$ cat config.mk
export PLATFORM = sky130hd
export DESIGN_NAME = tdm_demux16_flat
export DESIGN_NICKNAME = d
export VERILOG_FILES = /design/src/rtl/tdm_demux16_if.sv /design/src/rtl/tdm_demux16.sv /design/src/flat_wrapper.sv
export SDC_FILE = /design/constraint.sdc
export NUM_CORES = 1
export LEC_CHECK = 0
export ABC_AREA = 1
export BUFFER_PORTS_ARGS = -buffer_cell sky130_fd_sc_hd__buf_2
export CAP_MARGIN = 0
export CORE_AREA = 2 2 60 62
export DETAILED_ROUTE_END_ITERATION = 8
export DIE_AREA = 0 0 62 64
export PLACE_DENSITY = 0.81
export SKIP_CTS_REPAIR_TIMING = 1
export SYNTH_ARGS = -nofsm -noshare
export SYNTH_HDL_FRONTEND = slang
export SYNTH_SLANG_ARGS = --single-unit
$ cat constraint.sdc
create_clock -name clk -period 3.7 [get_ports clk]
set_clock_uncertainty 0.15 [all_clocks]
set_input_delay 0 -clock clk [delete_from_list [all_inputs] [get_ports clk]]
set_output_delay 0 -clock clk [all_outputs]
set_load 0.01 [all_outputs]
$ cat src/rtl/tdm_demux16_if.sv
// Serial TDM receive bus: one bit per qualified beat in, parallel frame and status out.
interface tdm_demux16_if #(
  parameter int LANES = 16,
  parameter int SEL_W = 4
) ();
  logic             din;
  logic             din_valid;
  logic             frame_sync;
  logic [LANES-1:0] dout;
  logic             dout_valid;
  logic [SEL_W-1:0] slot;
  logic             locked;
  logic             sync_err;
  logic             par_err;

  modport master (
    output din, din_valid, frame_sync,
    input  dout, dout_valid, slot, locked, sync_err, par_err
  );

  modport slave (
    input  din, din_valid, frame_sync,
    output dout, dout_valid, slot, locked, sync_err, par_err
  );
endinterface

$ cat src/rtl/tdm_demux16.sv
// TDM serial-to-parallel receiver: slot counter rebuilds a LANES-bit word per frame.
// Optional even-parity trailer beat enabled by defining TDM_PARITY_EN.
module tdm_demux16 #(
  parameter int LANES         = 16,
  parameter int SEL_W         = 4,
  parameter bit SYNC_REQUIRED = 1'b1
) (
  input  logic         clk,
  input  logic         rst,
  tdm_demux16_if.slave bus
);

`ifdef TDM_PARITY_EN
  typedef enum logic [1:0] {HUNT, DATA, PARITY} state_t;
`else
  typedef enum logic [1:0] {HUNT, DATA} state_t;
`endif

  localparam logic [SEL_W-1:0] LAST = SEL_W'(LANES-1);

  state_t           state_q, state_d;
  logic [SEL_W-1:0] slot_q, slot_d;
  logic [LANES-1:0] shadow_q, shadow_d;
  logic [LANES-1:0] dout_q, dout_d;
  logic             dv_q, dv_d;
  logic             se_q, se_d;
  logic             pe_q, pe_d;
  logic             lock_q, lock_d;

  always_comb begin
    state_d  = state_q;
    slot_d   = slot_q;
    shadow_d = shadow_q;
    dout_d   = dout_q;
    lock_d   = lock_q;
    dv_d     = 1'b0;
    se_d     = 1'b0;
    pe_d     = 1'b0;
    if (bus.din_valid) begin
      case (state_q)
        HUNT: begin
          if (bus.frame_sync) begin
            shadow_d    = '0;
            shadow_d[0] = bus.din;
            slot_d      = SEL_W'(1);
            lock_d      = 1'b1;
            state_d     = DATA;
          end
        end
        DATA: begin
          if (bus.frame_sync) begin
            // sync away from slot 0 restarts the frame but keeps lock
            se_d        = (slot_q != '0);
            shadow_d    = '0;
            shadow_d[0] = bus.din;
            slot_d      = SEL_W'(1);
          end else if (slot_q == '0 && SYNC_REQUIRED) begin
            se_d    = 1'b1;
            lock_d  = 1'b0;
            state_d = HUNT;
          end else if (slot_q == LAST) begin
            slot_d = '0;
`ifdef TDM_PARITY_EN
            shadow_d[LAST] = bus.din;
            state_d        = PARITY;
`else
            dout_d = {bus.din, shadow_q[LANES-2:0]};
            dv_d   = 1'b1;
`endif
          end else begin
            shadow_d[slot_q] = bus.din;
            slot_d           = slot_q + 1'b1;
          end
        end
`ifdef TDM_PARITY_EN
        PARITY: begin
          state_d = DATA;
          if (bus.frame_sync) begin
            se_d        = 1'b1;
            shadow_d    = '0;
            shadow_d[0] = bus.din;
            slot_d      = SEL_W'(1);
          end else begin
            slot_d = '0;
            if (^{shadow_q, bus.din} == 1'b0) begin
              dout_d = shadow_q;
              dv_d   = 1'b1;
            end else begin
              pe_d = 1'b1;
            end
          end
        end
`endif
        default: state_d = HUNT;
      endcase
    end
  end

  always_ff @(posedge clk) begin
    if (rst) begin
      state_q  <= HUNT;
      slot_q   <= '0;
      shadow_q <= '0;
      dout_q   <= '0;
      dv_q     <= 1'b0;
      se_q     <= 1'b0;
      pe_q     <= 1'b0;
      lock_q   <= 1'b0;
    end else begin
      state_q  <= state_d;
      slot_q   <= slot_d;
      shadow_q <= shadow_d;
      dout_q   <= dout_d;
      dv_q     <= dv_d;
      se_q     <= se_d;
      pe_q     <= pe_d;
      lock_q   <= lock_d;
    end
  end

  assign bus.dout       = dout_q;
  assign bus.dout_valid = dv_q;
  assign bus.slot       = slot_q;
  assign bus.locked     = lock_q;
  assign bus.sync_err   = se_q;
  assign bus.par_err    = pe_q;

endmodule

$ cat src/flat_wrapper.sv
// flat-port wrapper written by rule: the top's interface ports become plain ports
module tdm_demux16_flat 
#(
  parameter int LANES         = 16,
  parameter int SEL_W         = 4,
  parameter bit SYNC_REQUIRED = 1'b1
)
  (clk, rst, bus_din, bus_din_valid, bus_frame_sync, bus_dout, bus_dout_valid, bus_slot, bus_locked, bus_sync_err, bus_par_err);
  tdm_demux16_if #(.LANES(LANES), .SEL_W(SEL_W)) bus_i ();
  input  logic clk;
  input  logic rst;
  input wire logic [$bits(bus_i.din)-1:0] bus_din;
  input wire logic [$bits(bus_i.din_valid)-1:0] bus_din_valid;
  input wire logic [$bits(bus_i.frame_sync)-1:0] bus_frame_sync;
  output wire logic [$bits(bus_i.dout)-1:0] bus_dout;
  output wire logic [$bits(bus_i.dout_valid)-1:0] bus_dout_valid;
  output wire logic [$bits(bus_i.slot)-1:0] bus_slot;
  output wire logic [$bits(bus_i.locked)-1:0] bus_locked;
  output wire logic [$bits(bus_i.sync_err)-1:0] bus_sync_err;
  output wire logic [$bits(bus_i.par_err)-1:0] bus_par_err;
  assign bus_i.din = bus_din;
  assign bus_i.din_valid = bus_din_valid;
  assign bus_i.frame_sync = bus_frame_sync;
  assign bus_dout = bus_i.dout;
  assign bus_dout_valid = bus_i.dout_valid;
  assign bus_slot = bus_i.slot;
  assign bus_locked = bus_i.locked;
  assign bus_sync_err = bus_i.sync_err;
  assign bus_par_err = bus_i.par_err;
  tdm_demux16 #(.LANES(LANES), .SEL_W(SEL_W), .SYNC_REQUIRED(SYNC_REQUIRED)) u_core (.clk(clk), .rst(rst), .bus(bus_i));
endmodule
== After elaboration in Yosys (flattened, before gate mapping) ==
Index checks and enable logic that the tools add are counted.

* Register bits: 41
* Bits in latches: 0
* Memory bits (writable): 0
* Bits in read-only memories: 0
* Input bits: 5
* Output and inout port bits: 24
* Logic and storage cells: 57
* Memories: 0

* Add/sub/neg operators: 1
* $mul: 0
* Divide/modulo/power cells: 0
* $lt $le $gt $ge: 2
* Equal/unequal tests: 7
* Shifts and indexed selects: 0
* Muxes and demuxes: 24
* Bitwise gates (word level): 4
* Reductions and logical operators: 12

{| class="wikitable"
|+ Operators by type and width
! operator !! number
|-
| $mux W16 || 4
|-
| $pmux W16 S2 || 1
|-
| $bwmux W16 || 1
|-
| $mux W4 || 4
|-
| $reduce_and A5 Y1 || 3
|-
| $pmux W4 S2 || 1
|-
| $reduce_and A4 Y1 || 2
|-
| $mux W1 || 7
|-
| $mux W2 || 3
|-
| $ne A3 B3 Y1 const B || 2
|-
| $lt A4 B5 Y1 const B || 1
|-
| $reduce_or A5 Y1 || 1
|-
| $add A4 B1 Y4 const B || 1
|-
| $demux W1 S4 || 1
|-
| $eq A4 B4 Y1 const B || 1
|-
| $ge A4 B1 Y1 const B || 1
|-
| $logic_not A4 Y1 || 1
|-
| $ne A2 B2 Y1 const B || 2
|-
| $not A1 Y1 || 4
|-
| $pmux W2 S2 || 1
|-
| $reduce_bool A4 Y1 || 1
|-
| $reduce_or A3 Y1 || 1
|-
| $eq A2 B1 Y1 const B || 1
|-
| $logic_not A2 Y1 || 1
|-
| other kinds (4) || 4
|}

== Depth between registers and ports, before layout ==
Gate-level depths: netlist of run 1.

* Word-level depth: 9
* Gate-level depth with buffers: 9
* Depth with buffers taken out: 9

== Worst setup path after synthesis of run 1 ==
No wires, ideal clock.

* Path type: reg-to-reg
* From: register u_core.slot_q[0], in the netlist u_core.bus.slot[0]
* To: register u_core.dout_q[10], in the netlist u_core.bus.dout[10]
* Library setup time: 0.116 ns
* Arrival: 1.570 ns
* Required time: 3.434 ns
* Setup slack: 1.864 ns
* Cell stages (with the launch flop): 9
* Path buffers: 1
* Clock period less this slack: 1.836 ns
* Cells stage by stage: dfxtp_1 -> inv_1 -> ha_1 -> nand2_2 -> ha_1 -> nand3_2 -> clkbuf_1 -> o21ai_0 -> nor2_1

* Word-level cells in the longest chain between the ends: 3
* Elaborated cells between the ends (all ways): 4
* Classes of those cells: eq/ne: 1; bitwise: 1; reduce/logical: 2

{| class="wikitable"
|+ RTL lines
! element !! line !! text
|-
| start, declared || tdm_demux16.sv:22 || <nowiki>logic [SEL_W-1:0] slot_q, slot_d;</nowiki>
|-
| start signal, assigned || tdm_demux16.sv:111 || <nowiki>slot_q <= slot_d;</nowiki>
|-
| $logic_not A4 Y1 || tdm_demux16.sv:57 || <nowiki>end else if (slot_q == '0 && SYNC_REQUIRED) begin</nowiki>
|-
| $not A1 Y1 (no source line) || -- ||
|-
| $reduce_and A5 Y1 (no source line) * || -- ||
|-
| end signal, assigned || tdm_demux16.sv:113 || <nowiki>dout_q <= dout_d;</nowiki>
|-
| end, declared || tdm_demux16.sv:24 || <nowiki>logic [LANES-1:0] dout_q, dout_d;</nowiki>
|}

Every way passes the cells marked *; elsewhere a longest branch is shown, timed or not.
A chain may end at the register's enable or synchronous reset.

== Worst setup path after layout of run 1 ==
* From: register u_core.slot_q[0], in the netlist u_core.bus.slot[0]
* To: register u_core.dout_q[15], in the netlist u_core.bus.dout[15]

Same word-level chain as after synthesis.

==> impl_metrics.ini, run 1 <==
[worst_setup_path]
path_buf_inv = 2
worstPathArrival_ps = 2330
r2r_start = u_core.bus.slot[0]
worst_ep_required_time_ps = 3840
cpLargestDelayFamily = adder cells
worstPathCellList = inv_1 -> ha_1 -> nand2_2 -> ha_1 -> nand3_2 -> inv_2 -> o21ai_0 -> a21oi_1
setup.worst_path.end_class = flop
worst_path_most_repeated_cell = sky130_fd_sc_hd__ha_1
top_fanout_value_on_the_critical_path = 18
timing.critical_path.slowest_cell_delay_ps = 440
critPathLaunch = u_core.bus.slot[0]
slowest_stage_cell_cp = sky130_fd_sc_hd__dfxtp_1
worst_setup_path_start_kind = flop
setup.worst_path.class = reg2reg

[timing]
final.min_clock_period_ps = 2180
final_min_period_over_clock_period_pct = 58.9
grt_setup_unrepaired = false
maxSlewViolCount = 0
worst_hold_slack_ps = 314
worst_slack_ps = 1520
worst-slew-pin-transition_ps = 549
hold_violations = 0
setup-tns-final_ps = 0
max_slew_margin_pct = 63.4
achievable-frequency_mhz = 459
final-setup-viol-count = 0

[final_layout]
sequential_cell_area_um2 = 761
num-nets-final = 287
area_delta_synth_final_pct = 12.8
final_area_um2 = 2150
layout.filler_cells = 298
share_of_cells_above_drive_strength_1_pct = 17.7
n_antenna_cell = 0
multi_input_area_um2 = 957

[floorplanning]
design.die.area_um2 = 3970
core_area_um2 = 3280
io_pins = 29
initial_core_util_pct = 58.0
dieWidth_um = 62
chipHeight_um = 64
placement_rows = 21

[power_and_ir_drop]
pwr_density_cell_nw_per_um2 = 392
power.leakage_uw = 0.000909
seqPwrFrac_pct = 49.1
ir_drop_worst_vdd_v = 0.000226
switching_share_pct = 21.5
pwr-share-comb_pct = 7.6
power.share.clock_pct = 43.3
power.net_switching_uw = 182
intPower_uw = 662

[clock_tree]
clk-insertion-delay-late_ps = 350
numCtsBuffers = 5
clock_tree.htree_level_count = 2
cts_root_buffer = sky130_fd_sc_hd__clkbuf_4
max-clock-path-buffers = 2
tritoncts_num_sinks = 38
clk_pin_slew_worst_paths_ps = 110
tritoncts = built

[yosys]
yosysTopAreaCellShare_pct = 39.9
synth_area_per_cell_um2 = 7.59
netlist_area_um2 = 1910
synth.yosys.warnings = 0
synth.largest_area_cell = sky130_fd_sc_hd__dfxtp_1
postSynthCellCount = 251
ys_seq_area_share_pct = 39.9
ys_seq_elements = 38
yosys.cell_types.count = 22
netlist_top_cells_area = sky130_fd_sc_hd__dfxtp_1, sky130_fd_sc_hd__nand3_1, sky130_fd_sc_hd__nor2_1
net_count_after_synthesis = 262

[global_route]
grt_overflow = 0
grt_pass1_wl_um = 6570
number_of_global_route_vias_before_repair = 1439
grt_util_all_layers_pct = 22.0
maximum_number_of_pins_on_one_net_before_global_route_repair = 37
grt_antenna_before_repair = 0

[run]
drv.max_cap_violation_count = 0

[drt]
routed_wire_length_per_instance_um = 12.2
route.vias.total = 1638
drt-pass1-iter-count = 4
detail-route-antenna-nets = 0
detail_routed_via_count_per_cell = 5.07
drc = 0
drt_iter0_markers = 100
detail_route.wirelength_um = 3930

[placed_design]
placed_cell_area_um2 = 1980
numPortBuffers = 27
place.detailed.hpwl_um = 2690
globalplace.congestion = 0.865
preCtsSetupSlack_ps = 1540

[run_status]
run_status = completed

[hold_path]
worstHoldStart = u_core.shadow_q[11]
hold_crit_class = reg2reg
==> per-stage QoR <==
step | total power, uW | util (%) | instances
2_1_floorplan | 472 | - | 251
3_3_place_gp | 480 | 60.2 | 309
3_5_place_dp | 481 | 60.2 | 309
4_1_cts | 846 | 63.6 | 317
5_1_grt | 884 | 65.4 | 323
6_report | 843 | 65.4 | 323
==> worst paths after layout <==
path | slack (ps) | endpoint | cells past startpoint
worst max-delay path | 1520 | u_core.bus.dout[15] | 8
worst min-delay path | 310 | u_core.shadow_q[11] | 2
worst max register to register | 1520 | u_core.bus.dout[15] | 8
worst min register to register | 310 | u_core.shadow_q[11] | 2
==> registers in the layout, indices dropped and copies added (netlist names) <==
register               cells
u_core.shadow_q           15
u_core.bus.slot            4
u_core.bus.dout           16
u_core.bus.dout_valid      1
u_core.bus.sync_err        1
u_core.state_q             1
==> cell families (layout without fill, tap and decap cells) <==
logic type | Yosys count | count (layout) | synth area share, %
buf+inv | 33 | 59 | 9.85
fa+ha+maj | 6 | 6 | 3.94
other cells | 1 | 1 | 0.197
flops | 38 | 38 | 39.9
compound gates | 44 | 44 | 11.6
simple gates | 129 | 129 | 34.5
==> cell type report <==
cell class | instances | area share (%)
Inverter | 18 | 3.14
Clock buffer | 6 | 2.39
Timing Repair Buffer | 33 | 9.08
Sequential cell | 38 | 35.4
Tap cell | 46 | 2.68
Multi-Input combinational cell | 180 | 44.5
Clock inverter | 2 | 2.79
==> layout by cell type, fill, tap and decap left out, drive strengths merged, types with 2 or more instances in the layout <==
cell type    Yosys  routed
nor2            43      43
nand3b           8       8
nand2           37      37
bufinv           0       2
clkbuf           4       6
nand3           38      38
nor3             3       3
inv             18      18
o21ai           23      23
dlygate4sd3      0       6
buf             11      27
dfxtp           38      38
a21oi           21      21
ha               6       6
==> metal layers <==
layer	vias up	GRT usage [%]	share of wire [%]
met2	36	32.8	46
met1	717	29.6	47
li1	877	-	-
met4	0	7.98	1.5
met3	8	6.68	4.7
met5	-	0	0
==> Yosys cell counts (all sizes together) <==
master,instances
nor2,43
dfxtp,38
nand3,38
nand2,37
o21ai,23
a21oi,21
inv,18
buf,11
nand3b,8
ha,6
clkbuf,4
nor3,3
conb,1
==> worst min-delay path: stages, from the launching register on <==
cell,delay (ps)
sky130_fd_sc_hd__dfxtp_1,330
sky130_fd_sc_hd__nand2_1,60
sky130_fd_sc_hd__a21oi_1,50
==> power by group through the flow <==
stage	clock network [uW]	registers (uW)	logic, uW
floorplan	0	424	48.6
detailed placement	0	423	58.1
CTS	374	414	58.4
finish	365	414	63.8
global placement	0	423	57.2
global route	397	415	72.2
Note: power is estimated with default switching activity, not from simulation.
==> run 2: changes to the inputs <==
--- a/config.mk
+++ b/config.mk
@@ -5,13 +5,13 @@
 export SDC_FILE = /design/constraint.sdc
 export NUM_CORES = 1
 export LEC_CHECK = 0
-export ABC_AREA = 1
+export ABC_AREA = 0
 export BUFFER_PORTS_ARGS = -buffer_cell sky130_fd_sc_hd__buf_2
 export CAP_MARGIN = 0
-export CORE_AREA = 2 2 60 62
+export CORE_AREA = 2 2 63 65
 export DETAILED_ROUTE_END_ITERATION = 8
-export DIE_AREA = 0 0 62 64
-export PLACE_DENSITY = 0.81
+export DIE_AREA = 0 0 65 67
+export PLACE_DENSITY = 0.73
 export SKIP_CTS_REPAIR_TIMING = 1
 export SYNTH_ARGS = -nofsm -noshare
 export SYNTH_HDL_FRONTEND = slang
==> constraint.sdc (replaced) <==
create_clock -name clk -period 2 [get_ports clk]
set_clock_uncertainty 0.15 [all_clocks]
set_input_delay 0 -clock clk [delete_from_list [all_inputs] [get_ports clk]]
set_output_delay 0 -clock clk [all_outputs]
set_load 0.01 [all_outputs]
==> impl_metrics.ini, run 2 <==
[drt]
drt-pass1-iter-count = 4
drc = 0
detail-route-antenna-nets = 0
detail_route.wirelength_um = 3900
route.vias.total = 1560
detail_routed_via_count_per_cell = 5.22
routed_wire_length_per_instance_um = 13.1
drt_iter0_markers = 87

[clock_tree]
tritoncts_num_sinks = 38
numCtsBuffers = 5
max-clock-path-buffers = 2
clk_pin_slew_worst_paths_ps = 80
cts_root_buffer = sky130_fd_sc_hd__clkbuf_8
clock_tree.htree_level_count = 2
tritoncts = built
clk-insertion-delay-late_ps = 290

[worst_setup_path]
worstPathArrival_ps = 1950
setup.worst_path.class = reg2reg
worst_ep_required_time_ps = 2060
top_fanout_value_on_the_critical_path = 15
worst_setup_path_start_kind = flop
setup.worst_path.end_class = flop

[yosys]
netlist_area_um2 = 1760
synth_area_per_cell_um2 = 8.19
synth.largest_area_cell = sky130_fd_sc_hd__dfxtp_1
ys_seq_elements = 38
synth.cells.most_frequent = sky130_fd_sc_hd__nand2_1, sky130_fd_sc_hd__dfxtp_1, sky130_fd_sc_hd__a21oi_1, sky130_fd_sc_hd__nand3_1
number_of_synthesized_flops_with_an_enable_pin = 0
postSynth.asyncResetShare_pct = 0
post-synth-top-count-cell = sky130_fd_sc_hd__nand2_1
ys_seq_area_share_pct = 43.2
yosysTopAreaCellShare_pct = 43.2
postSynthCellCount = 215
net_count_after_synthesis = 226
synth.yosys.warnings = 0
yosys.cell_types.count = 41
most_used_flip_flop_cell_after_synthesis = sky130_fd_sc_hd__dfxtp_1
netlist_top_cells_area = sky130_fd_sc_hd__dfxtp_1, sky130_fd_sc_hd__nand2_1, sky130_fd_sc_hd__a21oi_1

[timing]
final.min_clock_period_ps = 1890
final_min_period_over_clock_period_pct = 94.5
worst-slew-pin-transition_ps = 535
final-setup-viol-count = 0
setup-tns-final_ps = 0
max_slew_margin_pct = 64.2
achievable-frequency_mhz = 529
hold_violations = 0
maxSlewViolCount = 0

[placed_design]
globalplace.congestion = 0.860
numPortBuffers = 27
place.detailed.hpwl_um = 2720

[floorplanning]
placement_rows = 22
design.die.area_um2 = 4360
dieWidth_um = 65
core_area_um2 = 3610
io_pins = 29
chipHeight_um = 67
initial_core_util_pct = 48.9

[run_status]
run_status = completed

[global_route]
grt_overflow = 0
grt_pass1_wl_um = 6480
grt_util_all_layers_pct = 19.5
maximum_number_of_pins_on_one_net_before_global_route_repair = 20
grt_antenna_before_repair = 0
number_of_global_route_vias_before_repair = 1416

[run]
drv.max_cap_violation_count = 0

[final_layout]
largest_register_ff_count = 16
area_delta_synth_final_pct = 22.9
n_antenna_cell = 0
layout.filler_cells = 325
share_of_cells_above_drive_strength_1_pct = 23.9
sequential_cell_area_um2 = 768
commonest_non_fill_non_tap_cells_in_the_layout = sky130_fd_sc_hd__nand2_1, sky130_fd_sc_hd__dfxtp_1, sky130_fd_sc_hd__a21oi_1
multi_input_area_um2 = 940
layout_commonest_cell = sky130_fd_sc_hd__nand2_1
num-nets-final = 261

[hold_path]
hold_crit_class = reg2reg

[power_and_ir_drop]
totalPowerFinal_uw = 1420
pwr_density_cell_nw_per_um2 = 657
power.leakage_uw = 0.000887
ir_drop_worst_vdd_v = 0.000238
## run 2: cells by family (layout without fill, tap and decap cells)
family / Yosys count / count (layout) / synth area share (%)
AO/OA/AOI/OAI: 63 / 63 / 21.6
flip-flops: 38 / 38 / 43.2
AND/OR/NAND/NOR: 84 / 84 / 23.9
buffers and inverters: 21 / 57 / 5.75
other: 1 / 1 / 0.213
multiplexers: 1 / 1 / 0.568
adder cells (fa/ha/maj): 6 / 6 / 4.26
XOR/XNOR: 1 / 1 / 0.497
## run 2: critical path, cell delays in order, from the launching register on
cell and delay [ps]:
sky130_fd_sc_hd__dfxtp_4 340, sky130_fd_sc_hd__inv_1 100, sky130_fd_sc_hd__ha_4 140, sky130_fd_sc_hd__buf_4 130
sky130_fd_sc_hd__or4b_4 520, sky130_fd_sc_hd__nand2_8 140, sky130_fd_sc_hd__o311ai_0 170, sky130_fd_sc_hd__o31ai_1 110
## run 2: power breakdown
group	total (uW)	switching [uW]	internal, uW
sequential	763	4.43	758
clock	556	278	278
combinational	104	61.3	42.3
total	1420	344	1080
## run 2: final timing paths
kind,end,slack [ps],cells past startpoint,from
setup / recovery,u_core.shadow_q[2],110,7,u_core.bus.slot[1]
setup reg to reg,u_core.shadow_q[2],110,7,u_core.bus.slot[1]
hold / removal,u_core.bus.dout[12],300,2,u_core.bus.dout[12]
hold reg to reg,u_core.bus.dout[12],300,2,u_core.bus.dout[12]
## run 2: cell type report
| class | instances | share of cell area (%) |
|---|---|---|
| clock buffers | 6 | 3.81 |
| clock inverters | 2 | 0.520 |
| inverters | 5 | 0.867 |
| multi-input cells | 156 | 43.4 |
| flip-flops and latches | 38 | 35.5 |
| well taps | 48 | 2.77 |
| repair buffers | 44 | 13.2 |
## run 2: layer usage
metal  vias to the layer above  GRT usage, %  wire (um)
met5                         -             0          0
met4                         0          7.98         72
met3                         6          4.56        196
met2                        46          32.6       1800
met1                       695          24.0       1830
li1                        813             -          -
## run 2: through the flow
stage | setup WS (ps) | util [%] | cells | hold slack, ps | instance area, um^2
after floorplan | 4.19 | - | 215 | -53.4 | 1800
after global placement | 16.8 | 55.9 | 287 | 109 | 2020
after detailed placement | -70.0 | 55.9 | 287 | 112 | 2020
after CTS | -95.9 | 58.5 | 295 | -195 | 2110
after global routing | -8.76 | 60.1 | 299 | 333 | 2170
final | 110 | 60.1 | 299 | 301 | 2170
